File: src/rtl/universal_shift_reg_nbit.sv
// Universal shift register: DEPTH lanes of WIDTH bits with hold, shift right,
// shift left and parallel load; each lane carries a valid bit feeding fill/full.
module universal_shift_reg_nbit #(
    parameter int WIDTH = 8,
    parameter int DEPTH = 4,
    localparam int FW = $clog2(DEPTH + 1)
) (
    input  logic                   clk,
    input  logic                   reset_ah_in,
    input  logic                   clear_in,
    input  logic                   en_in,
    input  logic [1:0]             mode_in,
    input  logic [WIDTH-1:0]       sr_in,
    input  logic [WIDTH-1:0]       sl_in,
    input  logic [DEPTH*WIDTH-1:0] par_in,
    output logic [DEPTH*WIDTH-1:0] par_out,
    output logic [WIDTH-1:0]       sr_out,
    output logic [WIDTH-1:0]       sl_out,
    output logic                   sr_valid_out,
    output logic                   sl_valid_out,
    output logic [FW-1:0]          fill_out,
    output logic                   full_out
);

    localparam logic [1:0] MODE_HOLD  = 2'b00;
    localparam logic [1:0] MODE_RIGHT = 2'b01;
    localparam logic [1:0] MODE_LEFT  = 2'b10;
    localparam logic [1:0] MODE_LOAD  = 2'b11;

    logic [DEPTH*WIDTH-1:0] data_q, data_d;
    logic [DEPTH-1:0]       valid_q, valid_d;
    logic [FW-1:0]          fill_cnt;

    // Stage i lives at data_q[i*WIDTH +: WIDTH]; right shift moves toward stage 0.
    always_comb begin
        data_d  = data_q;
        valid_d = valid_q;
        if (en_in) begin
            case (mode_in)
                MODE_RIGHT: begin
                    data_d  = {sr_in, data_q[DEPTH*WIDTH-1:WIDTH]};
                    valid_d = {1'b1, valid_q[DEPTH-1:1]};
                end
                MODE_LEFT: begin
                    data_d  = {data_q[(DEPTH-1)*WIDTH-1:0], sl_in};
                    valid_d = {valid_q[DEPTH-2:0], 1'b1};
                end
                MODE_LOAD: begin
                    data_d  = par_in;
                    valid_d = '1;
                end
                MODE_HOLD: ;
                default: ;
            endcase
        end
    end

    always_ff @(posedge clk) begin
        if (reset_ah_in || clear_in) begin
            data_q  <= '0;
            valid_q <= '0;
        end else begin
            data_q  <= data_d;
            valid_q <= valid_d;
        end
    end

    always_comb begin
        fill_cnt = '0;
        for (int i = 0; i < DEPTH; i++) begin
            fill_cnt = fill_cnt + FW'(valid_q[i]);
        end
    end

    assign par_out      = data_q;
    assign sr_out       = data_q[WIDTH-1:0];
    assign sl_out       = data_q[DEPTH*WIDTH-1:(DEPTH-1)*WIDTH];
    assign sr_valid_out = valid_q[0];
    assign sl_valid_out = valid_q[DEPTH-1];
    assign fill_out     = fill_cnt;
    assign full_out     = (fill_cnt == FW'(DEPTH));

endmodule
File: config.mk
export PLATFORM = sky130hd
export DESIGN_NAME = universal_shift_reg_nbit
export DESIGN_NICKNAME = d
export VERILOG_FILES = /design/src/rtl/universal_shift_reg_nbit.sv
export SDC_FILE = /design/constraint.sdc
export NUM_CORES = 1
export LEC_CHECK = 0
export ABC_AREA = 1
export BUFFER_PORTS_ARGS = -buffer_cell sky130_fd_sc_hd__buf_4
export CAP_MARGIN = 30
export CELL_PAD_IN_SITES_DETAIL_PLACEMENT = 0
export CELL_PAD_IN_SITES_GLOBAL_PLACEMENT = 1
export CORE_UTILIZATION = 34
export CTS_CLUSTER_SIZE = 20
export DETAILED_ROUTE_END_ITERATION = 10
export GPL_TIMING_DRIVEN = 0
export PLACE_DENSITY_LB_ADDON = 0.05
export SLEW_MARGIN = 5
export SYNTH_ARGS = -nofsm -noshare
export SYNTH_HDL_FRONTEND = slang
export SYNTH_SLANG_ARGS = --single-unit
File: constraint.sdc
create_clock -name clk -period 3.1 [get_ports clk]
set_input_delay 0.465 -clock clk [delete_from_list [all_inputs] [get_ports clk]]
set_output_delay 0.465 -clock clk [all_outputs]
set_load 0.005 [all_outputs]
==> metrics.cfg <==
[timing]
skew_ns = 0.00896
max_freq_mhz = 386
setup_tns_ns = 0
hold_viol = 0
slew_violations = 0
finalSetupViolCount = 0
timing.final.crit_share = 0.835
rsz0062_at_grt = no
worstMarginPinSlew_ns = 0.514
slew_headroom = 0.657
worst_slack_ns = 0.511
period_minus_slack_ns = 2.59
holdWs_ns = 0.462

[setup_path]
setup.worst_path.end_class = output pin
required_ns = 2.63
crit_type = flip-flop to output pin
path_max_fanout = 3
arrival_ns = 2.12
worstSetupStartpointType = flip-flop
rrSetupSlack_ns = 2.28
worst_r2r_endpoint = par_out[21]
r2r-start = par_out[13]
worst_r2r_path_depth = 4

[grt]
grt_usage = 0.230
antenna_found_initial = 0
grt_max_degree = 13
grt_pass1_vias = 2661
grt_pass1_wl_um = 13600
grt.overflow.total = 0

[drt]
vias = 2983
drc = 0
drt-total-wl_um = 8770
drtIter0Drc = 144
antenna_left = 0
routedWlPerCell_um = 13.5
drt-vias-per-instance = 4.59
firstDrtPassIters = 4

[synth]
yosysTopAreaCell = dfxtp_1
ys_ff_latch = 36
syn-num-nets = 496
syn_area_per_cell_um2 = 5.85
synth_area_leaders = dfxtp_1, nand2_1, nand3_1
yosysTopAreaCellShare = 0.281
syn-cell-area_um2 = 2570
synth.distinct_cells = 18
yosys_warnings = 0
synthCells = 439
ys_seq_area_frac = 0.281

[min_path]
min_path_type = primary input to flip-flop
hold_depth = 4
hp-start = reset_ah_in
hold_end = par_out[23]

[final_layout]
antenna_cells = 0
final_layout_size_suffix_gt1_frac = 0.294
nFillCells = 800
nets = 607
area_delta_synth_final_pct = 39.6

[clock_tree]
root_buffer = clkbuf_8
path_clk_slew_ns = 0.09
clock_latency_ns = 0.30
cts_buffer_depth = 2
h-tree-depth = 2
cts_setup_buffers = 0
cts_sinks = 36
ctsResizeCount = 0
cts_tree = yes
cts_buffers = 5
cts_hold_buf = 0

[power_and_ir_drop]
powerDensity_nw_per_um2 = 353
p_leak_uw = 0.00195
peakVddDrop_mv = 0.154

[die]
core_um2 = 7290
die_h_um = 88.9
die_area_um2 = 7910
row_count = 31
die_w_um = 88.9
start_util = 0.352
io_pins = 108

[run]
maxCapViolCount = 0

[placement]
preCtsSetupSlack_ns = 0.840
port_buffers = 104
routabilityCongestion = 0.829
place_hpwl_um = 6630

[status]
status = finished, final reports clean

[metal layers]
layer,vias to the layer above,global-route usage,wire length (um)
met5,-,0,0
met4,0,0.0425,65
met3,6,0.0379,466
met2,94,0.388,4200
met1,1313,0.312,4040
li1,1570,-,-
[worst max path at each step]
stage | startpoint | endpoint | slack [ns] | depth (start not counted)
2_1_floorplan | valid_q[0] | full_out | 0.96 | 6
3_3_place_gp | valid_q[0] | full_out | 0.87 | 7
3_5_place_dp | valid_q[0] | full_out | 0.84 | 7
4_1_cts | valid_q[0] | full_out | 0.50 | 7
5_1_grt | valid_q[0] | full_out | 0.42 | 7
6_report | valid_q[0] | full_out | 0.51 | 7
[stage by stage]
step | utilization | instance area (um2) | std cells | total power, uW
2_1_floorplan | - | 2570 | 439 | 690
3_3_place_gp | 0.476 | 3470 | 642 | 834
3_5_place_dp | 0.476 | 3470 | 642 | 838
4_1_cts | 0.492 | 3580 | 650 | 1270
5_1_grt | 0.492 | 3580 | 650 | 1330
6_report | 0.492 | 3580 | 650 | 1270
[worst max-delay path, stage by stage (launching register included)]
cell and delay (ns):
dfxtp_1 0.36, inv_1 0.09, fa_1 0.53, inv_1 0.04
ha_1 0.17, ha_1 0.29, nor3b_1 0.20, buf_4 0.14
[placed cells by master, fill, tap and decap left out, types with 4 or more instances in the layout]
cell	instances
buf_4	126
nor2_1	70
buf_6	4
nand3_1	98
nand2_1	136
inv_1	39
clkbuf_8	5
buf_2	19
dfxtp_1	36
[Yosys cell counts, drive strengths merged]
| cell type | number |
|---|---|
| ha | 2 |
| nor3b | 1 |
| nand4 | 2 |
| buf | 47 |
| nor2 | 71 |
| inv | 41 |
| nand3 | 98 |
| nand2 | 138 |
| fa | 1 |
| a21oi | 2 |
| dfxtp | 36 |
[final cells by class]
| type | instances | area [um2] | area share |
|---|---|---|---|
| plain buffers | 47 | 313 | 0.0873 |
| clock buffers | 5 | 68.8 | 0.0192 |
| clock inverters | 3 | 42.5 | 0.0119 |
| inverters | 41 | 159 | 0.0443 |
| multi-input cells | 315 | 1380 | 0.384 |
| flip-flops and latches | 36 | 721 | 0.201 |
| well taps | 99 | 124 | 0.0346 |
| repair buffers | 104 | 781 | 0.218 |
[registers in the layout, indices dropped and copies added (netlist names)]
| register | flops |
|---|---|
| par_out | 32 |
| valid_q | 4 |
[kinds of logic after synthesis]
kind of cell / after synthesis / share of synthesized area
simple gates: 310 / 0.514
buf+inv: 88 / 0.184
flops: 36 / 0.281
fa+ha+maj: 3 / 0.0175
compound gates: 2 / 0.00390
[where the power goes]
group,leakage (uW),switching (uW),internal [uW]
registers,0.000294,22.3,481
clock network,0.0000541,202,238
logic,0.00160,165,156
Note: power is estimated with default switching activity, not from simulation.
